--- src/rtl/td4_pkg.sv ---
// td4_pkg: shared opcode encodings and run-control FSM states for the TD4 core.
// Latency: n/a (declarations only).
// Backpressure: n/a.
// Contents: OP_* 4-bit opcode values (instruction bits [N+3:N]), state_t encoding.
package td4_pkg;

  localparam logic [3:0] OP_ADD_A  = 4'b0000;
  localparam logic [3:0] OP_MOV_AB = 4'b0001;
  localparam logic [3:0] OP_IN_A   = 4'b0010;
  localparam logic [3:0] OP_MOV_A  = 4'b0011;
  localparam logic [3:0] OP_MOV_BA = 4'b0100;
  localparam logic [3:0] OP_ADD_B  = 4'b0101;
  localparam logic [3:0] OP_IN_B   = 4'b0110;
  localparam logic [3:0] OP_MOV_B  = 4'b0111;
  localparam logic [3:0] OP_OUT_B  = 4'b1001;
  localparam logic [3:0] OP_OUT_IM = 4'b1011;
  localparam logic [3:0] OP_JNC    = 4'b1110;
  localparam logic [3:0] OP_JMP    = 4'b1111;

  typedef enum logic [1:0] {
    ST_HOLD = 2'd0,
    ST_RUN  = 2'd1,
    ST_HALT = 2'd2
  } state_t;

endpackage

--- src/rtl/td4_alu.sv ---
// td4_alu: N-bit adder with carry-out, used for every data-bus result.
// Latency: combinational.
// Backpressure: none.
// Ports: src_i, imm_i (N) -> sum_o (N, wraps mod 2^N), co_o (carry-out).
module td4_alu #(
  parameter int N = 4
) (
  input  logic [N-1:0] src_i,
  input  logic [N-1:0] imm_i,
  output logic [N-1:0] sum_o,
  output logic         co_o
);

  always_comb begin
    {co_o, sum_o} = {1'b0, src_i} + {1'b0, imm_i};
  end

endmodule

--- src/rtl/td4_exec_unit.sv ---
// td4_exec_unit: TD4 decode/execute stage; drives data bus, next PC and register load selects.
// Latency: decode combinational from op_i; registers capture on the next edge (1 cycle to Q).
// Backpressure: none; clr_i forces all load selects inactive without a clock.
// Ports: clk_i, clr_i (async active-high), op_i (4+N), pc_i/reg_a_i/reg_b_i/in_port_i (N);
//        d_o, pc_d_o (N), cs_a_o/cs_b_o/cs_out_o/cs_pc_o (active-low), carry_o, halted_o.
// Config: define HALT_DETECT_EN to stop in ST_HALT on a taken self-jump; otherwise halted_o is 0.
module td4_exec_unit
  import td4_pkg::*;
#(
  parameter int N = 4
) (
  input  logic           clk_i,
  input  logic           clr_i,
  input  logic [N+3:0]   op_i,
  input  logic [N-1:0]   pc_i,
  input  logic [N-1:0]   reg_a_i,
  input  logic [N-1:0]   reg_b_i,
  input  logic [N-1:0]   in_port_i,
  output logic [N-1:0]   d_o,
  output logic [N-1:0]   pc_d_o,
  output logic           cs_a_o,
  output logic           cs_b_o,
  output logic           cs_out_o,
  output logic           cs_pc_o,
  output logic           carry_o,
  output logic           halted_o
);

  state_t       state_q, state_d;
  logic         carry_q;
  logic [3:0]   opcode;
  logic [N-1:0] imm;
  logic [N-1:0] src;
  logic [N-1:0] sum;
  logic         co;
  logic         ld_a, ld_b, ld_out;
  logic         jump_taken;
  logic [N-1:0] pc_inc;

  assign opcode = op_i[N+3:N];
  assign imm    = op_i[N-1:0];
  assign pc_inc = pc_i + 1'b1;

  // Source select, destination decode and jump resolution.
  always_comb begin
    src        = '0;
    ld_a       = 1'b0;
    ld_b       = 1'b0;
    ld_out     = 1'b0;
    jump_taken = 1'b0;
    case (opcode)
      OP_ADD_A:  begin src = reg_a_i;   ld_a   = 1'b1; end
      OP_MOV_AB: begin src = reg_b_i;   ld_a   = 1'b1; end
      OP_IN_A:   begin src = in_port_i; ld_a   = 1'b1; end
      OP_MOV_A:  begin                  ld_a   = 1'b1; end
      OP_MOV_BA: begin src = reg_a_i;   ld_b   = 1'b1; end
      OP_ADD_B:  begin src = reg_b_i;   ld_b   = 1'b1; end
      OP_IN_B:   begin src = in_port_i; ld_b   = 1'b1; end
      OP_MOV_B:  begin                  ld_b   = 1'b1; end
      OP_OUT_B:  begin src = reg_b_i;   ld_out = 1'b1; end
      OP_OUT_IM: begin                  ld_out = 1'b1; end
      OP_JMP:    jump_taken = 1'b1;
      // JNC looks at the flag as it stands before this edge.
      OP_JNC:    jump_taken = ~carry_q;
      default:   ;
    endcase
  end

  td4_alu #(.N(N)) u_alu (
    .src_i (src),
    .imm_i (imm),
    .sum_o (sum),
    .co_o  (co)
  );

  always_ff @(posedge clk_i or posedge clr_i) begin
    if (clr_i) begin
      state_q <= ST_HOLD;
      carry_q <= 1'b0;
    end else begin
      state_q <= state_d;
      if (state_q == ST_RUN) carry_q <= co;
    end
  end

  always_comb begin
    state_d  = state_q;
    d_o      = '0;
    pc_d_o   = pc_i;
    cs_a_o   = 1'b1;
    cs_b_o   = 1'b1;
    cs_out_o = 1'b1;
    cs_pc_o  = 1'b1;
    case (state_q)
      ST_HOLD: state_d = ST_RUN;
      ST_RUN: begin
        d_o      = sum;
        pc_d_o   = jump_taken ? imm : pc_inc;
        cs_a_o   = ~ld_a;
        cs_b_o   = ~ld_b;
        cs_out_o = ~ld_out;
        cs_pc_o  = 1'b0;
`ifdef HALT_DETECT_EN
        // Self-jump: PC still loads (same value) while the FSM parks.
        if (jump_taken && (imm == pc_i)) state_d = ST_HALT;
`endif
      end
      default: state_d = state_q;  // ST_HALT: quiet until clr_i
    endcase
    // Keep selects inactive for the whole clear pulse, independent of state timing.
    if (clr_i) begin
      cs_a_o   = 1'b1;
      cs_b_o   = 1'b1;
      cs_out_o = 1'b1;
      cs_pc_o  = 1'b1;
    end
  end

  assign carry_o = carry_q;

`ifdef HALT_DETECT_EN
  assign halted_o = (state_q == ST_HALT);
`else
  assign halted_o = 1'b0;
`endif

endmodule

--- config.mk ---
export PLATFORM = sky130hd
export DESIGN_NAME = td4_exec_unit
export DESIGN_NICKNAME = d
export VERILOG_FILES = /design/src/rtl/td4_pkg.sv /design/src/rtl/td4_alu.sv /design/src/rtl/td4_exec_unit.sv
export SDC_FILE = /design/constraint.sdc
export NUM_CORES = 1
export LEC_CHECK = 0
export CORE_MARGIN = 2
export CORE_UTILIZATION = 34
export CTS_BUF_LIST = sky130_fd_sc_hd__clkbuf_8
export DETAILED_ROUTE_END_ITERATION = 12
export PLACE_DENSITY_LB_ADDON = 0.08
export SETUP_SLACK_MARGIN = 0.3
export SLEW_MARGIN = 20
export SYNTH_ARGS = -nofsm -noshare
export SYNTH_HDL_FRONTEND = slang
export SYNTH_SLANG_ARGS = --single-unit
--- constraint.sdc ---
create_clock -name clk_i -period 2.9 [get_ports clk_i]
set_input_delay 0.58 -clock clk_i [delete_from_list [all_inputs] [get_ports clk_i]]
set_output_delay 0.58 -clock clk_i [all_outputs]
set_load 0.005 [all_outputs]
==> out/results.tsv <==
metric	value	unit
status	completed	
Bufs and invs on worst path	3	
syn_nets	100	
final setup vio count	0	
WL/cell	12.4	um
largest net degree at the start of global routing	17	
vias in the first global route	694	
1st-iter DRT viols	5	
dpl hpwl	1.34	mm
RR Startpoint	state_q[0]	
fin crit share	0.906	
final core occ	0.787	
critical path's top delay family	compound AO/OA/AOI/OAI gates	
sequential-to-total area share from yosys stat	0.0937	
Num CTS Buffers	3	
Post-Place Setup Slack	-644	ps
fillcell total	112	
Max Root-Sink Buffers	2	
commonest non-fill, non-tap cell in the layout	clkdlybuf4s50_1	
Slew headroom	0.661	
ANT nets after route	0	
Sink Count	2	
H-tree Lvls	1	
Critical Path RT	2320	ps
LEAKAGE	0.560	nW
Hold WC Path Type	in -> async	
crit path max fanout	4	
later-pin clock latency in the skew report	210	ps
synth unique cells	32	
Synth Area per Inst	7.86	um^2
Hold Fails Final Rpt	0	
cells after synthesis	68	
fmax	0.380	GHz
mapped cell area	534	um^2
total grt overflow	0	
flops & latches, synth	2	
crit start category	primary input	
Vias/cell	5.12	
area occupied by multi-input gates	543	um^2
row count	14	
ys flop type	dfrtp_1	
routability cong.	0.775	
Remaining DRCs	0	
Non-Filler Instances	139	
Worst-path clk slew	30	ps
placed insts	131	
Syn-to-layout area delta	119	%
Setup Crit Path Kind	in -> out	
Port-buffer cells	38	
die area	1900	um^2
total negative setup slack	0	ps
Vias	712	
core area	1490	um^2
async set-reset flop share out of synthesis	1.00	
root buffer cell	clkbuf_8	
Worst Skew	2.53	ps
die width	43.6	um
max-slew violations	0	
drt pass-1 iters	4	
Total Wirelength	1.73	mm
GRT Overall Usage	0.200	
CP endpoint kind	primary output	
commonest non-fill, non-tap cells in the layout	clkdlybuf4s50_1 (17), buf_4 (15), dlygate4sd2_1 (8)	
Boundary Pins	40	
MaxCap Viol Count	0	
CP startpoint	op_i[7]	
Initial Util	0.359	
initial antenna violation count	0	
Syn. warnings	0	
final hold slack	565	ps
Die Ht	43.6	um
first-pass GRT wire length	2.89	mm
Storage cell area	50.0	um^2
Max VDD drop	0.000294	V
Data arrival, critical path	2050	ps
CP max-delay cell	a211oi_4	
final worst setup slack	272	ps
CTS tree	done	
cell breakdown of the critical path	buf_8, a211oi_4, buf_4, o2bb2ai_4, ha_4, a21o_1, a21oi_2, mux2i_1, buf_2	
Crit path largest cell delay	250	ps
share of layout cells above drive strength 1	0.341	
power density cells	256	nW/um^2
Nets	157	
RSZ-0062 raised after global routing	true	
worst slew pin tran	509	ps
Post-synth EDFFs	0	
Final min period	2630	ps
ANT cells	0	
==> flip-flops by register name (all words and copies together) (netlist names) <==
name     count
carry_o      1
state_q      1
==> synth_stat cells, drive strengths merged, types with 3 or more instances <==
| cell | n | area share |
|---|---|---|
| buf | 3 | 0.056 |
| nand3 | 3 | 0.028 |
| mux2i | 5 | 0.094 |
| and2 | 3 | 0.035 |
| a21oi | 4 | 0.037 |
| nor2 | 6 | 0.042 |
| ha | 5 | 0.12 |
| o2bb2ai | 4 | 0.066 |
| nand2b | 4 | 0.047 |
| a21o | 3 | 0.042 |
| inv | 4 | 0.028 |
==> area by class of cell <==
class / count / share of cell area
Clock buffer: 3 / 0.0352
Tap cell: 16 / 0.0171
Sequential cell: 2 / 0.0427
Multi-Input combinational cell: 59 / 0.463
Timing Repair Buffer: 55 / 0.429
Inverter: 4 / 0.0128
==> worst register-to-register path: cells and delay by family, from the launching register on <==
family / cells / cell delay [ps]
AOI/OAI and AO/OA: 1 / 120
and+or+nand+nor: 1 / 100
DFF: 1 / 650
==> cells by family (layout without fill, tap and decap cells) <==
kind of cell               after synthesis  after routing  share of synthesized area
muxes                                    5              5                     0.0937
DFF                                      2              2                     0.0937
buffers and inverters                    7             62                     0.0843
adders and majority gates                6              6                      0.155
xor gates and xnor gates                 1              1                     0.0164
and+or+nand+nor                         25             25                      0.267
AOI/OAI and AO/OA                       20             20                      0.276
other                                    2              2                     0.0141
==> final timing paths <==
check / endpoint / slack (ps) / cells after the start
max: d_o[3] / 270 / 9
min: carry_o / 560 / 2
max reg2reg: carry_o / 1960 / 2
min reg2reg: carry_o / 570 / 2
max in group asynchronous: state_q[0] / 2220 / 2
min in group clk_i: carry_o / 570 / 2
==> repair_timing <==
item	in CTS	in global routing
endpoints found under the setup margin	10	6
setup buffers	4	1
resized for setup	54	15
gates cloned	0	0
hold buffers	0	0
pin swaps	10	8
==> per-layer routing <==
metal | global-route usage | share of wire
met5 | 0 | 0
met4 | 0.0545 | 0
met3 | 0.00833 | 0.050
met2 | 0.376 | 0.54
met1 | 0.243 | 0.41
==> stage by stage <==
stage          instance area [um^2]  power [mW]
3_3_place_gp                   1000       0.178
3_5_place_dp                   1000       0.181
5_1_grt                        1170       0.320
6_report                       1170       0.300
2_1_floorplan                   539      0.0922
4_1_cts                        1080       0.292
==> power breakdown <==
| group | internal [mW] | total, mW | switching [mW] |
|---|---|---|---|
| clock | 0.0876 | 0.108 | 0.0204 |
| sequential | 0.0305 | 0.0353 | 0.00482 |
| combinational | 0.0974 | 0.157 | 0.0596 |
(Power assumes the default switching activity.)
